### src/rtl/rgb_pwm_pkg.sv
// Shared types and constants for the RGB PWM fader: FSM states, brightness width
// and the default PWM period.
package rgb_pwm_pkg;
  localparam int BRIGHT_W          = 8;
  localparam int PWM_STEPS_DEFAULT = 255;

  typedef logic [BRIGHT_W-1:0] bright_t;

  typedef enum logic {
    IDLE   = 1'b0,
    FADING = 1'b1
  } fade_state_t;
endpackage

### src/rtl/rgb_pwm_fader_edge_sync.sv
// Brings an asynchronous square wave into the clk domain and emits a one-clk pulse
// for every rising edge seen after the synchronizer chain.
module edge_sync #(
  parameter int SYNC_STAGES = 2
) (
  input  logic clk,
  input  logic reset,
  input  logic async_in,
  output logic pulse
);

  logic [SYNC_STAGES-1:0] sync_p0;
  logic                   edge_p1;

  always_ff @(posedge clk or posedge reset) begin
    if (reset) begin
      sync_p0 <= '0;
      edge_p1 <= 1'b0;
    end else begin
      sync_p0 <= {sync_p0[SYNC_STAGES-2:0], async_in};
      edge_p1 <= sync_p0[SYNC_STAGES-1];
    end
  end

  assign pulse = sync_p0[SYNC_STAGES-1] & ~edge_p1;

endmodule

### src/rtl/rgb_pwm_fader.sv
// Three-channel PWM LED driver with frame-paced linear fading toward loaded targets.
// Duty cycles are only refreshed at the PWM period boundary so a period never glitches.
module rgb_pwm_fader
  import rgb_pwm_pkg::*;
#(
  parameter int SYNC_STAGES = 2,
  parameter int PWM_STEPS   = PWM_STEPS_DEFAULT
) (
  input  logic       clk,
  input  logic       reset,
  input  logic       clk_pwm,
  input  logic       clk_60,
  input  logic [7:0] target_r,
  input  logic [7:0] target_g,
  input  logic [7:0] target_b,
  input  logic [3:0] fade_step,
  input  logic       load,
  output logic       pwm_r,
  output logic       pwm_g,
  output logic       pwm_b,
  output logic       busy,
  output logic       done
);

  localparam bright_t CNT_LAST = bright_t'(PWM_STEPS - 1);

  logic pwm_tick;
  logic frame_tick;

  edge_sync #(.SYNC_STAGES(SYNC_STAGES)) u_sync_pwm (
    .clk      (clk),
    .reset    (reset),
    .async_in (clk_pwm),
    .pulse    (pwm_tick)
  );

  edge_sync #(.SYNC_STAGES(SYNC_STAGES)) u_sync_frame (
    .clk      (clk),
    .reset    (reset),
    .async_in (clk_60),
    .pulse    (frame_tick)
  );

  bright_t           pwm_cnt;
  bright_t     [2:0] cur_q, tgt_q, duty_q;
  bright_t     [2:0] cur_d, tgt_d;
  bright_t     [2:0] tgt_in;
  logic        [3:0] step_q, step_d;
  logic        [2:0] pwm_q;
  fade_state_t       state_q, state_d;
  logic              busy_q, done_q, done_d;

  // One fade step toward the target; widened to 9 bits so neither direction can wrap.
  function automatic bright_t step_toward(input bright_t cur, input bright_t tgt,
                                          input logic [3:0] stp);
    logic [8:0] sum;
    logic [8:0] diff;
    sum  = {1'b0, cur} + {5'd0, stp};
    diff = {1'b0, cur} - {5'd0, stp};
    if (cur < tgt) return (sum > {1'b0, tgt}) ? tgt : sum[7:0];
    if (cur > tgt) return (diff[8] || (diff[7:0] < tgt)) ? tgt : diff[7:0];
    return cur;
  endfunction

  assign tgt_in = {target_b, target_g, target_r};

  // PWM counter, period-boundary duty latch and registered comparators
  always_ff @(posedge clk or posedge reset) begin
    if (reset) begin
      pwm_cnt <= '0;
      duty_q  <= '0;
      pwm_q   <= '0;
    end else begin
      if (pwm_tick) begin
        if (pwm_cnt == CNT_LAST) begin
          pwm_cnt <= '0;
          duty_q  <= cur_q;
        end else begin
          pwm_cnt <= pwm_cnt + 8'd1;
        end
      end
      for (int c = 0; c < 3; c++) pwm_q[c] <= (pwm_cnt < duty_q[c]);
    end
  end

  assign pwm_r = pwm_q[0];
  assign pwm_g = pwm_q[1];
  assign pwm_b = pwm_q[2];

  // Fade FSM: a load always takes priority over a coincident frame step
  always_comb begin
    state_d = state_q;
    cur_d   = cur_q;
    tgt_d   = tgt_q;
    step_d  = step_q;
    done_d  = 1'b0;
    if (load) begin
      tgt_d  = tgt_in;
      step_d = fade_step;
      if (fade_step == 4'd0) begin
        cur_d   = tgt_in;
        state_d = IDLE;
      end else if (cur_q != tgt_in) begin
        state_d = FADING;
      end else begin
        state_d = IDLE;
      end
    end else if (state_q == FADING) begin
      if (cur_q == tgt_q) begin
        state_d = IDLE;
      end else if (frame_tick) begin
        for (int c = 0; c < 3; c++) cur_d[c] = step_toward(cur_q[c], tgt_q[c], step_q);
      end
    end
    done_d = (state_q == FADING) && (state_d == IDLE);
  end

  always_ff @(posedge clk or posedge reset) begin
    if (reset) begin
      state_q <= IDLE;
      cur_q   <= '0;
      tgt_q   <= '0;
      step_q  <= '0;
      busy_q  <= 1'b0;
      done_q  <= 1'b0;
    end else begin
      state_q <= state_d;
      cur_q   <= cur_d;
      tgt_q   <= tgt_d;
      step_q  <= step_d;
      busy_q  <= (state_d == FADING);
      done_q  <= done_d;
    end
  end

  assign busy = busy_q;
  assign done = done_q;

endmodule

### config.mk
export PLATFORM = sky130hd
export DESIGN_NAME = rgb_pwm_fader
export DESIGN_NICKNAME = d
export VERILOG_FILES = /design/src/rtl/rgb_pwm_pkg.sv /design/src/rtl/rgb_pwm_fader_edge_sync.sv /design/src/rtl/rgb_pwm_fader.sv
export SDC_FILE = /design/constraint.sdc
export NUM_CORES = 1
export LEC_CHECK = 0
export BUFFER_PORTS_ARGS = -buffer_cell sky130_fd_sc_hd__buf_2
export CAP_MARGIN = 40
export CELL_PAD_IN_SITES_DETAIL_PLACEMENT = 1
export CELL_PAD_IN_SITES_GLOBAL_PLACEMENT = 1
export CORE_ASPECT_RATIO = 0.6
export CORE_UTILIZATION = 52
export CTS_CLUSTER_SIZE = 25
export DETAILED_ROUTE_END_ITERATION = 12
export HOLD_SLACK_MARGIN = 0.1
export PLACE_DENSITY_LB_ADDON = 0.1
export SYNTH_ARGS = -nofsm -noshare
export SYNTH_HDL_FRONTEND = slang
export SYNTH_SLANG_ARGS = --single-unit
### constraint.sdc
create_clock -name clk -period 7.7 [get_ports clk]
set_input_delay 0.77 -clock clk [delete_from_list [all_inputs] [get_ports clk]]
set_output_delay 0.77 -clock clk [all_outputs]
set_load 0.02 [all_outputs]
==> results.cfg <==
[finish]
syn2layout_area_growth_pct = 8.32
layout-drive-gt1-share = 0.0897
finalNetCount = 1053
antennaDiodeCount = 0

[logic_synthesis]
syn-num-nets = 1032
netlist_area_um2 = 7810
synth.largest_area_cell = dfrtp_1
synth_top_cells_by_area = dfrtp_1 30%, ha_1 19%, o21ai_0 5.1%
synth_edf_count = 0
yosysTopAreaCellShare = 0.305
ys_top_cells_by_count = 116 x ha_1, 95 x dfrtp_1, 79 x o21ai_0
synthArstFlopShare = 1.00
synth.most_common_cell = ha_1
synth_ff_type = dfrtp_1
ys_seq_area_frac = 0.305
synth_cells = 877
ys_ff_latch = 95
ys.warnings.count = 0
synth_cell_types = 61
avgSynthCellArea_um2 = 8.90

[floorplanning]
io_pins = 38
die_h_um = 96.9
die_w_um = 160
core_area_um2 = 14600
rows = 34
start_util = 0.535
die_area_um2 = 15500

[clocking]
clkSinkCount = 95
hold_buffers = 0
cts.htree.levels = 3
max-clock-path-buffers = 2
clockRootBuffer = clkbuf_16
post_cts_buffers = 0
insertion_delay_ns = 0.37
cts_buffers = 9
cts_resized = 0
tritoncts = yes
cts.clk_slew.worst_paths_ns = 0.08

[detailed_routing]
drc_errors = 0
post_drt_wl_per_cell_um = 22.9
antenna_left = 0
vias = 6951
drtIter0Drc = 656
first_pass_iters = 5
viasPerCell = 6.31
finalWirelength_mm = 25.2

[pwr]
power_frac_seq = 0.250
p_per_area_nw_per_um2 = 405
p_switching_uw = 1750
power.leakage_uw = 0.00395
p_int_uw = 1680
vdd_drop_max_mv = 0.201
clkPwrFrac = 0.138
p_comb_frac = 0.612
switching_share = 0.511

[run]
timing.max_cap.violations = 0

[status]
status = complete, no violations

[grt]
overflow = 0
grt_max_degree = 65
grt_pass1_vias = 7321
grt_usage = 0.340
antenna_found_initial = 0
grt_pass1_wl_mm = 40.8

[timing]
whs_ns = 0.307
tightest_slew_ns = 0.955
setup_tns_ns = 0
hold_viol_final = 0
period_minus_slack_ns = 4.31
max_freq_ghz = 0.232
final_max_slew_viol_count = 0
relSlewSlack = 0.355
setup_violations = 0
min_period_over_period = 0.560
fin_skew_ns = 0.00958
rsz0062_at_grt = false

[worst_setup_path]
r2r-start = step_q[1]
cp.arrival_ns = 4.53
crit_fanout = 7
critPathLaunchType = register
crit_type = register to register
crit_start = step_q[1]
cp-end-kind = register
required_ns = 7.91

[placement]
dpl.hpwl_mm = 19.4
port_buffers = 37
place.gp.congestion = 0.970

[hold_path]
hold_class = input pin to async pin
==> worst max-delay path, cell delays in order (launching register included) <==
cell      delay [ns]
dfrtp_1         0.58
inv_1           0.28
ha_1            0.37
nor2b_1         0.20
o211ai_1        0.14
a21boi_0        0.33
and3_1          0.22
xor2_1          0.25
ha_1            0.31
a21oi_1         0.17
nand2_1         0.07
o21ai_0         0.42
nand3_1         0.34
o221ai_1        0.31
o221ai_1        0.16
==> state kept, by name (all words and copies together), names as in the netlist <==
| register | cells |
|---|---|
| duty_q | 24 |
| cur_q | 24 |
| pwm_cnt | 8 |
| tgt_q | 24 |
| step_q | 4 |
| u_sync_pwm.edge_p1 | 1 |
| done | 1 |
| busy | 1 |
| u_sync_frame.sync_p0 | 2 |
| pwm_q | 3 |
| u_sync_frame.edge_p1 | 1 |
| u_sync_pwm.sync_p0 | 2 |
==> layer usage <==
metal | wire [µm] | track usage
met1 | 12200 | 0.492
met3 | 1590 | 0.0669
met5 | 0 | 0
met2 | 11100 | 0.526
met4 | 252 | 0.0674
==> layout by cell type (no fill, tap or decap), types with 6 or more instances in the layout <==
cell type,instances
ha_1,116
dfrtp_1,95
o21ai_0,79
nand2_1,74
inv_1,67
nor2_1,43
a21oi_1,41
buf_2,37
xor2_1,33
nor3_1,29
xnor2_1,26
o221ai_1,19
nand3_1,18
a21o_1,17
nor2b_1,16
nand4_1,14
o31ai_1,13
o21a_1,12
a21boi_0,10
and2_1,9
clkbuf_16,9
nor4_1,8
mux2i_1,8
or3_1,7
a31oi_1,7
mux2_2,7
o22ai_1,7
nand2b_1,6
o211ai_1,6
fa_1,6
==> through the flow <==
| step | util | total power, µW | setup slack, ns | instance area [µm²] | instances |
|---|---|---|---|---|---|
| final | 0.579 | 3430 | 3.39 | 8460 | 1101 |
| after global routing | 0.579 | 3690 | 3.08 | 8460 | 1101 |
| after CTS | 0.579 | 3380 | 3.49 | 8460 | 1101 |
| after detailed placement | 0.558 | 2890 | 3.54 | 8140 | 1085 |
| after global placement | 0.556 | 2770 | 3.71 | 8120 | 1084 |
| after floorplan | - | 2270 | 4.06 | 7810 | 877 |
==> cell type report <==
class                   instances  area, µm²
well taps                     198        248
fillers                      1731       6140
clock inverters                 7       86.3
repair buffers                 42        243
clock buffers                   9        225
multi-input cells             681       5010
inverters                      69        262
flip-flops and latches         95       2380
==> worst paths after layout <==
path | to | slack, ns | cells past startpoint
min | pwm_q[1] | 0.31 | 2
min in group clk | u_sync_frame.sync_p0[1] | 0.35 | 0
max in group asynchronous | cur_q[9] | 6.44 | 4
min reg2reg | u_sync_frame.sync_p0[1] | 0.35 | 0
max reg2reg | cur_q[5] | 3.39 | 14
max | cur_q[5] | 3.39 | 14
==> power by group through the flow <==
stage	Sequential (µW)	Combinational [µW]	Clock (µW)
after global routing	872	2330	493
after detailed placement	856	2030	0
final	858	2100	473
after global placement	848	1920	0
after floorplan	706	1560	0
after CTS	847	2060	477
==> logic make-up after synthesis <==
kind of cell             after synthesis  share of synthesized area
buffers and inverters                101                     0.0537
adder cells (fa/ha/maj)              122                      0.201
multiplexers                          15                     0.0204
AO/OA/AOI/OAI                        242                      0.201
flip-flops                            95                      0.305
XOR/XNOR                              59                     0.0662
AND/OR/NAND/NOR                      243                      0.152
Power figures use the tool's default switching activity.
